<file path="src/rtl/tt_harness_pkg.sv">
// tt_harness_pkg: shared types and helpers for the tt_vector_harness slice.
//   state_e  - harness sequencer states
//   sat_inc  - saturating increment for counters up to 32 bits wide
package tt_harness_pkg;

  typedef enum logic [2:0] {
    ST_IDLE   = 3'd0,
    ST_RESET  = 3'd1,
    ST_FETCH  = 3'd2,
    ST_APPLY  = 3'd3,
    ST_SAMPLE = 3'd4,
    ST_REPORT = 3'd5,
    ST_DONE   = 3'd6
  } state_e;

  // Increment val, sticking at the all-ones value of a width-bit counter.
  function automatic logic [31:0] sat_inc(input logic [31:0] val, input int unsigned width);
    logic [31:0] max_v;
    max_v = (width >= 32) ? 32'hFFFF_FFFF : ((32'd1 << width) - 32'd1);
    return (val >= max_v) ? val : val + 32'd1;
  endfunction

endpackage

</file>
<file path="src/rtl/harness_fifo.sv">
// harness_fifo: synchronous DEPTH x W FIFO with full/empty flags.
//   clk, rst      clock, synchronous active-high reset (flushes contents)
//   push/push_data write side; accepted when not full, or when full and
//                  popping in the same cycle
//   pop/pop_data  read side; pop_data is the head entry (show-ahead)
//   full/empty    occupancy flags
module harness_fifo #(
  parameter int W     = 8,
  parameter int DEPTH = 16
) (
  input  logic         clk,
  input  logic         rst,
  input  logic         push,
  input  logic [W-1:0] push_data,
  input  logic         pop,
  output logic [W-1:0] pop_data,
  output logic         full,
  output logic         empty
);
  localparam int AW = $clog2(DEPTH);
  localparam logic [AW:0] FULL_CNT = (AW+1)'(DEPTH);

  logic [W-1:0]  mem [DEPTH];
  logic [AW-1:0] wr_ptr, rd_ptr;
  logic [AW:0]   count;
  logic          do_push, do_pop;

  assign full    = (count == FULL_CNT);
  assign empty   = (count == '0);
  assign do_pop  = pop & ~empty;
  // A pop frees the slot this cycle, so a full FIFO can still take a push.
  assign do_push = push & (~full | do_pop);
  assign pop_data = mem[rd_ptr];

  always_ff @(posedge clk) begin
    if (rst) begin
      wr_ptr <= '0;
      rd_ptr <= '0;
      count  <= '0;
    end else begin
      if (do_push) wr_ptr <= wr_ptr + AW'(1);
      if (do_pop)  rd_ptr <= rd_ptr + AW'(1);
      count <= count + (AW+1)'(do_push) - (AW+1)'(do_pop);
    end
  end

  // Storage needs no reset; pointers define validity.
  always_ff @(posedge clk) begin
    if (do_push) mem[wr_ptr] <= push_data;
  end

endmodule

</file>
<file path="src/rtl/tt_vector_harness.sv">
// tt_vector_harness: stimulus/capture engine for tt_um_* user designs.
// Vectors queue over a valid/ready stream, are applied to the DUT pins one at a
// time, settle for vec_wait cycles, then DUT outputs are sampled, compared under
// a mask (uio bits additionally gated by dut_uio_oe) and a verdict is streamed out.
// Ports:
//   clk, rst                 clock, synchronous active-high reset
//   start                    begin a run (ignored while busy)
//   vec_* / vec_ready        vector input stream
//   dut_ui_in, dut_uio_in    stimulus to DUT (held between vectors)
//   dut_uo_out, dut_uio_out, dut_uio_oe  DUT outputs
//   dut_ena, dut_rst_n       DUT enable and active-low reset
//   res_* / res_ready        verdict output stream
//   busy, done               run status; done pulses one cycle at end of run
//   err_count, vec_count     saturating per-run counters
// Optional: define HARNESS_TRACE_EN to add first_fail_idx / first_fail_obs, which
// capture the 0-based index and observed value of the first failing vector of a run.
module tt_vector_harness
  import tt_harness_pkg::*;
#(
  parameter int IN_W    = 8,
  parameter int OUT_W   = 8,
  parameter int IO_W    = 8,
  parameter int DEPTH   = 16,
  parameter int WAIT_W  = 8,
  parameter int RST_CYC = 4,
  parameter int CNT_W   = 16
) (
  input  logic                  clk,
  input  logic                  rst,
  input  logic                  start,
  input  logic                  vec_valid,
  output logic                  vec_ready,
  input  logic [IN_W+IO_W-1:0]  vec_stim,
  input  logic [OUT_W+IO_W-1:0] vec_exp,
  input  logic [OUT_W+IO_W-1:0] vec_mask,
  input  logic [WAIT_W-1:0]     vec_wait,
  input  logic                  vec_last,
  output logic [IN_W-1:0]       dut_ui_in,
  output logic [IO_W-1:0]       dut_uio_in,
  input  logic [OUT_W-1:0]      dut_uo_out,
  input  logic [IO_W-1:0]       dut_uio_out,
  input  logic [IO_W-1:0]       dut_uio_oe,
  output logic                  dut_ena,
  output logic                  dut_rst_n,
  output logic                  res_valid,
  input  logic                  res_ready,
  output logic [OUT_W+IO_W-1:0] res_obs,
  output logic                  res_pass,
  output logic                  busy,
  output logic                  done,
  output logic [CNT_W-1:0]      err_count,
  output logic [CNT_W-1:0]      vec_count
`ifdef HARNESS_TRACE_EN
  ,
  output logic [CNT_W-1:0]      first_fail_idx,
  output logic [OUT_W+IO_W-1:0] first_fail_obs
`endif
);
  localparam int SW  = IN_W + IO_W;
  localparam int OW  = OUT_W + IO_W;
  localparam int RCW = $clog2(RST_CYC + 1);
  localparam logic [RCW-1:0] RST_LOAD = RCW'(RST_CYC - 1);

  typedef struct packed {
    logic              last;
    logic [WAIT_W-1:0] settle;
    logic [OW-1:0]     mask;
    logic [OW-1:0]     exp;
    logic [SW-1:0]     stim;
  } vec_t;

  state_e            state;
  vec_t              fifo_d, fifo_q;
  logic              fifo_full, fifo_empty, pop, push;
  logic [OW-1:0]     cur_exp, cur_mask;
  logic              cur_last;
  logic [WAIT_W-1:0] wait_cnt;
  logic [RCW-1:0]    rst_cnt;
  logic [OW-1:0]     obs, eff_mask;
  logic              pass_now;

  assign fifo_d = '{last: vec_last, settle: vec_wait, mask: vec_mask,
                    exp: vec_exp, stim: vec_stim};

  // Pop only depends on state and occupancy, so vec_ready has no path from vec_valid.
  assign pop       = (state == ST_FETCH) & ~fifo_empty;
  assign vec_ready = ~fifo_full | pop;
  assign push      = vec_valid & vec_ready;

  harness_fifo #(.W($bits(vec_t)), .DEPTH(DEPTH)) u_fifo (
    .clk       (clk),
    .rst       (rst),
    .push      (push),
    .push_data (fifo_d),
    .pop       (pop),
    .pop_data  (fifo_q),
    .full      (fifo_full),
    .empty     (fifo_empty)
  );

  // uio bits the DUT is not driving carry no meaningful value, so they never count.
  assign obs      = {dut_uio_out, dut_uo_out};
  assign eff_mask = cur_mask & {dut_uio_oe, {OUT_W{1'b1}}};
  assign pass_now = ~|((obs ^ cur_exp) & eff_mask);

  assign busy      = (state != ST_IDLE);
  assign done      = (state == ST_DONE);
  assign res_valid = (state == ST_REPORT);

`ifdef HARNESS_TRACE_EN
  logic fail_seen;
`endif

  always_ff @(posedge clk) begin
    if (rst) begin
      state      <= ST_IDLE;
      dut_ui_in  <= '0;
      dut_uio_in <= '0;
      dut_ena    <= 1'b0;
      dut_rst_n  <= 1'b0;
      cur_exp    <= '0;
      cur_mask   <= '0;
      cur_last   <= 1'b0;
      wait_cnt   <= '0;
      rst_cnt    <= '0;
      res_obs    <= '0;
      res_pass   <= 1'b0;
      err_count  <= '0;
      vec_count  <= '0;
`ifdef HARNESS_TRACE_EN
      fail_seen      <= 1'b0;
      first_fail_idx <= '0;
      first_fail_obs <= '0;
`endif
    end else begin
      unique case (state)
        ST_IDLE: begin
          if (start) begin
            state     <= ST_RESET;
            rst_cnt   <= RST_LOAD;
            // Enable stays up after the run so the DUT state remains observable.
            dut_ena   <= 1'b1;
            dut_rst_n <= 1'b0;
            err_count <= '0;
            vec_count <= '0;
`ifdef HARNESS_TRACE_EN
            fail_seen      <= 1'b0;
            first_fail_idx <= '0;
            first_fail_obs <= '0;
`endif
          end
        end
        ST_RESET: begin
          if (rst_cnt == '0) begin
            dut_rst_n <= 1'b1;
            state     <= ST_FETCH;
          end else begin
            rst_cnt <= rst_cnt - RCW'(1);
          end
        end
        ST_FETCH: begin
          if (!fifo_empty) begin
            {dut_uio_in, dut_ui_in} <= fifo_q.stim;
            cur_exp  <= fifo_q.exp;
            cur_mask <= fifo_q.mask;
            cur_last <= fifo_q.last;
            wait_cnt <= fifo_q.settle;
            state    <= ST_APPLY;
          end
        end
        ST_APPLY: begin
          if (wait_cnt == '0) state <= ST_SAMPLE;
          else                wait_cnt <= wait_cnt - WAIT_W'(1);
        end
        ST_SAMPLE: begin
          res_obs  <= obs;
          res_pass <= pass_now;
          state    <= ST_REPORT;
        end
        ST_REPORT: begin
          if (res_ready) begin
            vec_count <= CNT_W'(sat_inc(32'(vec_count), CNT_W));
            if (!res_pass) err_count <= CNT_W'(sat_inc(32'(err_count), CNT_W));
`ifdef HARNESS_TRACE_EN
            // vec_count before increment is this vector's index within the run.
            if (!res_pass && !fail_seen) begin
              fail_seen      <= 1'b1;
              first_fail_idx <= vec_count;
              first_fail_obs <= res_obs;
            end
`endif
            state <= cur_last ? ST_DONE : ST_FETCH;
          end
        end
        ST_DONE: state <= ST_IDLE;
        default: state <= ST_IDLE;
      endcase
    end
  end

endmodule

</file>
<file path="config.mk">
export PLATFORM = sky130hd
export DESIGN_NAME = tt_vector_harness
export DESIGN_NICKNAME = d
export VERILOG_FILES = /design/src/rtl/tt_harness_pkg.sv /design/src/rtl/harness_fifo.sv /design/src/rtl/tt_vector_harness.sv
export SDC_FILE = /design/constraint.sdc
export NUM_CORES = 1
export LEC_CHECK = 0
export ABC_CLOCK_PERIOD_IN_PS = 6700
export BUFFER_PORTS_ARGS = -buffer_cell sky130_fd_sc_hd__buf_2
export CORE_MARGIN = 4
export CORE_UTILIZATION = 55
export CTS_BUF_LIST = sky130_fd_sc_hd__clkbuf_16
export CTS_CLUSTER_DIAMETER = 40
export CTS_CLUSTER_SIZE = 14
export DETAILED_ROUTE_END_ITERATION = 12
export HOLD_SLACK_MARGIN = 0.03
export PLACE_DENSITY = 0.75
export SLEW_MARGIN = 20
export SYNTH_ARGS = -nofsm -noshare
export SYNTH_HDL_FRONTEND = slang
export SYNTH_HIERARCHICAL = 1
export SYNTH_SLANG_ARGS = --single-unit
</file>
<file path="constraint.sdc">
create_clock -name clk -period 6.7 [get_ports clk]
set_input_delay 1.34 -clock clk [delete_from_list [all_inputs] [get_ports clk]]
set_output_delay 1.34 -clock clk [all_outputs]
set_load 0.01 [all_outputs]
</file>
# Yosys cells after proc, flatten, opt, wreduce, memory -nomap -nowiden

Memory sizes are Yosys's and may differ from the RTL's. A register that Yosys moved wholly into a read port is not among the register bits.
Cells that the tools add are included.

Register bits: 127
RAM bits: 912
Input port bits: 86
Output and inout bits: 71
Logic and storage cells: 102
Memories kept: 1

Memory list:

| memory     | words | bits a word | read ports | clocked after memory_dff | write ports | line               | text |
|---|---|---|---|---|---|---|---|
| u_fifo.mem | 16    | 57          | 1          | 1                        | 1           | harness_fifo.sv:23 | `logic [W-1:0] mem [DEPTH];` |

Add/subtract/negate cells: 8
Order comparisons: 2
Eq/ne operators: 17
Mux-type cells: 28
Bitwise gates (word level): 11
Reductions and logical operators: 18

Operators with widths:

| kind                                                      | count |
|---|---|
| two-way mux 16 bit                                        | 6 |
| case mux 16 bit (2 select lines)                          | 2 |
| adder 16 x 1 -> 16 bit, second input constant             | 2 |
| AND 16 bit                                                | 2 |
| greater-or-equal comparator 16 bit, second input constant | 2 |
| two-way mux 3 bit                                         | 8 |
| != test 2 bit, second input constant                      | 9 |
| case mux 3 bit (6 select lines)                           | 1 |
| two-way mux 8 bit                                         | 2 |
| case mux 8 bit (2 select lines)                           | 1 |
| OR reduction 16 bit                                       | 1 |
| XOR 16 bit                                                | 1 |
| AND reduction 5 bit                                       | 2 |
| == test 3 bit, second input constant                      | 3 |
| AND reduction 3 bit                                       | 3 |
| adder 4 x 1 -> 4 bit, second input constant               | 2 |
| zero test 8 bit                                           | 1 |
| two-way mux 4 bit                                         | 2 |
| subtractor 8 x 1 -> 8 bit, second input constant          | 1 |
| == test 3 x 2 -> 1 bit, second input constant             | 2 |
| zero test 3 bit                                           | 2 |
| case mux 3 bit (2 select lines)                           | 1 |
| nonzero test 2 bit                                        | 3 |
| adder 5 x 1 -> 5 bit                                      | 1 |
| other kinds (15)                                          | 24 |

# Depth between registers and ports, before layout

Depth in word-level cells: 8
Mapped depth: 18
Depth with buffers taken out: 16

# Hierarchy

The synthesis kept the hierarchy.

By module, submodules not included:

| module            | times used | cells an instance | area each (um^2) | seq. area each (um^2) |
|---|---|---|---|---|
| harness_fifo      | 1          | 1501              | 34942.3          | 27726.6 |
| tt_vector_harness | 1          | 649               | 5104.9           | 2282.2 |

# Worst setup path before layout

No wires, ideal clock.

Path kind: flip-flop to flip-flop
Start point: reg u_fifo.count[2]
End point: mem u_fifo/mem[4][0] (netlist name), enable pin
Setup time: 0.542 ns
Arrival: 6.235 ns
Data required time: 6.158 ns
Path slack: -0.077 ns
Stages on the path, launching flop included: 12
Buffers on the path: 3
Period minus slack after synthesis: 6.777 ns
Cell sequence: dfxtp_1 inv_1 ha_1 or4b_2 inv_1 nand3b_1 inv_1 clkbuf_1 clkbuf_1 o21ai_0 buf_2 nor3_1

Cells in the longest elaborated chain, start to end: 8
Elaborated cells on any way between the ends: 12
Classes of those cells: 1 x eq/ne; 2 x mux; 8 x bitwise; 1 x reduce/logical

Ends and longest elaborated chain:

| what                                                 | line                                        | text |
|---|---|---|
| start, declared                                      | harness_fifo.sv:25                          | `logic [AW:0] count;` |
| start signal, assigned                               | harness_fifo.sv:43                          | `count <= count + (AW+1)'(do_push) - (AW+1)'(do_pop);` |
| zero test 5 bit (*)                                  | harness_fifo.sv:29                          | `assign empty = (count == '0);` |
| net fifo_empty                                       | tt_vector_harness.sv:74                     | `logic fifo_full, fifo_empty, pop, push;` |
| NOT 1 bit (no source line) (*)                       | n/a                                         |  |
| AND 1 bit (*)                                        | tt_vector_harness.sv:86                     | `assign pop = (state == ST_FETCH) & ~fifo_empty;` |
| net pop                                              | tt_vector_harness.sv:74                     |  |
| bitwise OR 1 bit / AND 1 bit (equally long branches) | tt_vector_harness.sv:87, harness_fifo.sv:30 |  |
| AND 1 bit / bitwise OR 1 bit (equally long branches) | tt_vector_harness.sv:88, harness_fifo.sv:32 |  |
| AND 1 bit (*)                                        | harness_fifo.sv:32                          | `assign do_push = push & (~full \| do_pop);` |
| two-way mux 1 bit (*)                                | harness_fifo.sv:49                          | `if (do_push) mem[wr_ptr] <= push_data;` |
| two-way mux 1 bit (implied by the code) (*)          | harness_fifo.sv:49                          |  |
| end, declared                                        | harness_fifo.sv:23                          |  |

The timed path passes the listed nets; every way through them passes the cells marked *.

# Worst setup path after layout

Start point: reg u_fifo.count[3]
End point: reg u_fifo.count[4]

Cells in the longest elaborated chain, start to end: 8
Elaborated cells on any way between the ends: 12
Classes of those cells: 2 x add/sub; 1 x eq/ne; 8 x bitwise; 1 x reduce/logical

Ends and longest elaborated chain:

| what                                                 | line |
|---|---|
| zero test 5 bit (*)                                  | harness_fifo.sv:29 |
| net fifo_empty                                       | tt_vector_harness.sv:74 |
| NOT 1 bit (no source line) (*)                       | n/a |
| AND 1 bit                                            | tt_vector_harness.sv:86 |
| bitwise OR 1 bit / AND 1 bit (equally long branches) | tt_vector_harness.sv:87, harness_fifo.sv:30 |
| AND 1 bit / bitwise OR 1 bit (equally long branches) | tt_vector_harness.sv:88, harness_fifo.sv:32 |
| AND 1 bit                                            | harness_fifo.sv:32 |
| adder 5 x 1 -> 5 bit                                 | harness_fifo.sv:43 |
| subtractor 5 x 1 -> 5 bit (*)                        | harness_fifo.sv:43 |

Marked as above.
A chain may end at the register's enable or synchronous reset.

==> flow_summary_export.csv <==
group,metric,value,unit
run_status,outcome,"finished clean",
drt,maxUsedRoutingLayer,"met5",
flow_run,timing.max_cap.violations,0,
global_routing,first_pass_grt_wire_length,138000,um
floorplan,chipWidth,278,um
pwr,clockPowerShare,40.7,%
final_layout,most-common-layout-cells,"912 x edfxtp_1, 228 x mux4_2, 222 x nand2_1, 155 x buf_2, 129 x dfxtp_1",
drt,drcViolationCount,0,
floorplan,io-pin-count,157,
pwr,power_frac_comb,11.7,%
drt,dr_wl_met3,9040,um
pwr,power_leakage,0.0148,uW
floorplan,core_area,0.0719,mm^2
pwr,power_switching,3930,uW
clock_tree,cts-hold-fix-buffers,0,
drt,drt_first_iter_violations,2454,
drt,drt-met1-wl,34400,um
timing,finalHoldWorstSlack,0.451,ns
placement,placed_cells_incl_taps,3166,
timing,unrepaired_setup_endpoints_after_global_routing,"no",
floorplan,die_area,0.0772,mm^2
floorplan,row_count,98,
drt,totalWireLength,91200,um
final_layout,syn2layout_area_growth,14.9,%
clock_tree,cts-root-to-sink-buffers,3,
final_layout,layout.cell_area.non_filler,0.0460,mm^2
setup_path,element_type_at_the_critical_path_end,"flop",
final_layout,multiInputGateArea,0.00953,mm^2
final_layout,register_area,0.0300,mm^2
logic_synthesis,synthesized_cell_area,0.0400,mm^2
global_routing,grt.overflow.total,0,
logic_synthesis,syn_nets,2254,
drt,vias,21700,
timing,timing.final.crit_period,4.69,ns
timing,maxSlewHeadroom,26.4,%
final_layout,utilization,64.0,%
pwr,worst_ir_drop_vdd,0.269,mV
setup_path,worstPathRequired,7.29,ns
global_routing,grt_max_degree,100,
pwr,intPower,12000,uW
setup_path,timing.critical_path.slowest_cell_delay,0.86,ns
timing,fin_setup_tns,0,ns
timing,hold_viol_final,0,
logic_synthesis,synth_ff_type,"edfxtp_1",
clock_tree,worstSkewPairLatency,0.69,ns
timing,setup_violations,0,
logic_synthesis,yosys-top-cells-area,"edfxtp_1 68%, mux4_2 13%, dfxtp_1 6.5%",
setup_path,critical_path.startpoint_type,"flop",
logic_synthesis,synth-seq-area-share,74.9,%
clock_tree,postCtsSetupBuffers,0,
clock_tree,worst_setup_hold_path_clk_slew,0.06,ns
clock_tree,tritoncts.num_buffers,118,
timing,worst_clock_skew,0.0296,ns
logic_synthesis,yosys_register_bits,1043,
timing,timing_worst_slew_pin_value,1.10,ns
drt,routed_wire_length_per_instance,26.8,um
clock_tree,clock-sinks,1043,
global_routing,track_usage,23.7,%
final_layout,filler_instances,4772,
placement,gp_routability_congestion,0.856,
drt,dr.pass1.iters,5,
placement,instance_area_at_placement,0.0419,mm^2
logic_synthesis,synth_enable_flop_cells,912,
pwr,power_per_cell_area,346,mW/mm^2
floorplan,initial_utilization,55.7,%
final_layout,drive_above_1_share,26.6,%
clock_tree,cts.htree.levels,3,
clock_tree,clk_root_buffer_cell,"clkbuf_16",
logic_synthesis,asyncSetResetFlopFracSynth,0,%
timing,slew_viol_final,0,
logic_synthesis,ys_warn_count,6,
floorplan,height_of_the_die,278,um
timing,achievable-frequency,0.213,GHz
pwr,switching_share_of_power,24.6,%
setup_path,worstPathCellList,"inv_1, ha_1, or4b_2, inv_1, nand3b_1, inv_2, o21ai_2, ha_1, inv_1, ha_1, fa_1, a21oi_1, nor2_1, or3_1, a21oi_1",
setup_path,worst_ep_arrival_time,5.28,ns
global_routing,initial_antenna_violation_count,8,
final_layout,post_layout_nonfiller_instances,3399,
drt,wl_met2,44800,um
pwr,seq_power_share,47.7,%
global_routing,grt_pass1_vias,22500,
placement,dp_hpwl,47000,um
logic_synthesis,ys_types,63,
final_layout,mostFrequentLayoutCell,"edfxtp_1",
logic_synthesis,synth_area_leader_cell,"edfxtp_1",
setup_path,critical_path_peak_fanout,16,
timing,final.period_utilization,70.0,%
logic_synthesis,postSynthCellCount,2150,
drt,drt.antenna.violating_nets,0,
logic_synthesis,yosysTopAreaCellShare,68.4,%
clock_tree,ctsResizeCount,0,
final_layout,layout.nets,2444,
placement,placement.io_buffers,156,
setup_path,criticalPathCategory,"flop to flop",
logic_synthesis,synthesized_area_divided_by_synthesized_cell_count,18.6,um^2
setup_path,crit_path_top_delay_cell,"o21ai_2",
drt,post_drt_via_cell_ratio,6.38,
clock_tree,tritoncts_clock_tree,"built",
hold_path,hold_removal_path_class,"flop to flop",
-- per-stage QoR --
stage	power (uW)	worst slack (ns)
after global placement	9470	2.23
after detailed placement	9550	2.08
final	15900	2.01
after CTS	16000	2.00
after floorplan	9000	-0.0774
after global routing	16500	1.73
-- synthesized netlist by cell type (all sizes together) (2+ instances only) --
master / number
or4b: 2
nand2: 222
o211ai: 8
or2: 3
a31oi: 12
xor2: 29
a21o: 4
a2111oi: 2
o21ai: 19
nor3: 13
nand3: 33
or3: 8
a211oi: 6
or4: 6
buf: 40
a2111o: 2
a22oi: 114
inv: 20
and4: 7
nor2b: 9
a32oi: 6
nor3b: 2
and3: 10
ha: 17
a41oi: 2
clkbuf: 77
dfxtp: 131
xnor2: 3
nand3b: 5
and2: 7
o2111ai: 5
edfxtp: 912
mux4: 228
nor2: 53
mux2i: 3
a41o: 2
a21oi: 97
nand2b: 6
nand4: 10
-- state kept, by name (all words and copies together), names as in the netlist, named ones only --
register and count:
dut_uio_in 8, vec_count 16, res_pass 1, dut_ui_in 8, dut_ena 1, u_fifo/count 5
err_count 16, u_fifo/wr_ptr 4, state 3, cur_mask 16, u_fifo/rd_ptr 4, res_obs 16
dut_rst_n 1, wait_cnt 8, cur_exp 16, u_fifo/mem 912, rst_cnt 3, cur_last 1
-- routing by layer --
| layer | GRT usage [%] | vias to the layer above |
|---|---|---|
| li1 | - | 9099 |
| met1 | 32.3 | 11200 |
| met2 | 38.5 | 1205 |
| met3 | 5.34 | 198 |
| met4 | 8.12 | 4 |
| met5 | 0 | - |
-- area by class of cell --
| class | instances | area share (%) |
|---|---|---|
| Tap cell | 950 | 2.58 |
| Antenna cell | 6 | 0.0326 |
| Clock inverter | 100 | 2.09 |
| Timing Repair Buffer | 187 | 2.50 |
| Inverter | 20 | 0.163 |
| Multi-Input combinational cell | 970 | 20.7 |
| Sequential cell | 1043 | 65.2 |
| Clock buffer | 123 | 6.69 |
-- path summary, 6_finish.rpt --
check | from | endpoint | slack (ns) | depth (start not counted)
max | u_fifo/count[3] | u_fifo/count[4] | 2.01 | 15
min | dut_uio_in[7] | dut_uio_in[7] | 0.45 | 2
max reg2reg | u_fifo/count[3] | u_fifo/count[4] | 2.01 | 15
min reg2reg | dut_uio_in[7] | dut_uio_in[7] | 0.45 | 2
-- cell families after synthesis --
group | synth area share [%]
DFF | 74.9
AOI/OAI and AO/OA | 4.77
xor gates and xnor gates | 0.700
muxes | 12.9
adders and majority gates | 0.581
and+or+nand+nor | 4.56
buffers and inverters | 1.56
-- critical path: cells and delay by family (launching register included) --
family / cells / cell delay [ns]
AO/OA/AOI/OAI: 3 / 1.21
adder cells (fa/ha/maj): 4 / 1.09
buffers and inverters: 4 / 0.31
flip-flops: 1 / 0.33
AND/OR/NAND/NOR: 4 / 1.66
-- power by group through the flow --
stage	sequential (uW)	clock (uW)	combinational (uW)
after global routing	7620	6860	2020
after detailed placement	7720	0	1830
after CTS	7590	6570	1860
after global placement	7690	0	1780
after floorplan	7650	0	1350
final	7590	6480	1860
Power figures use the tool's default switching activity.
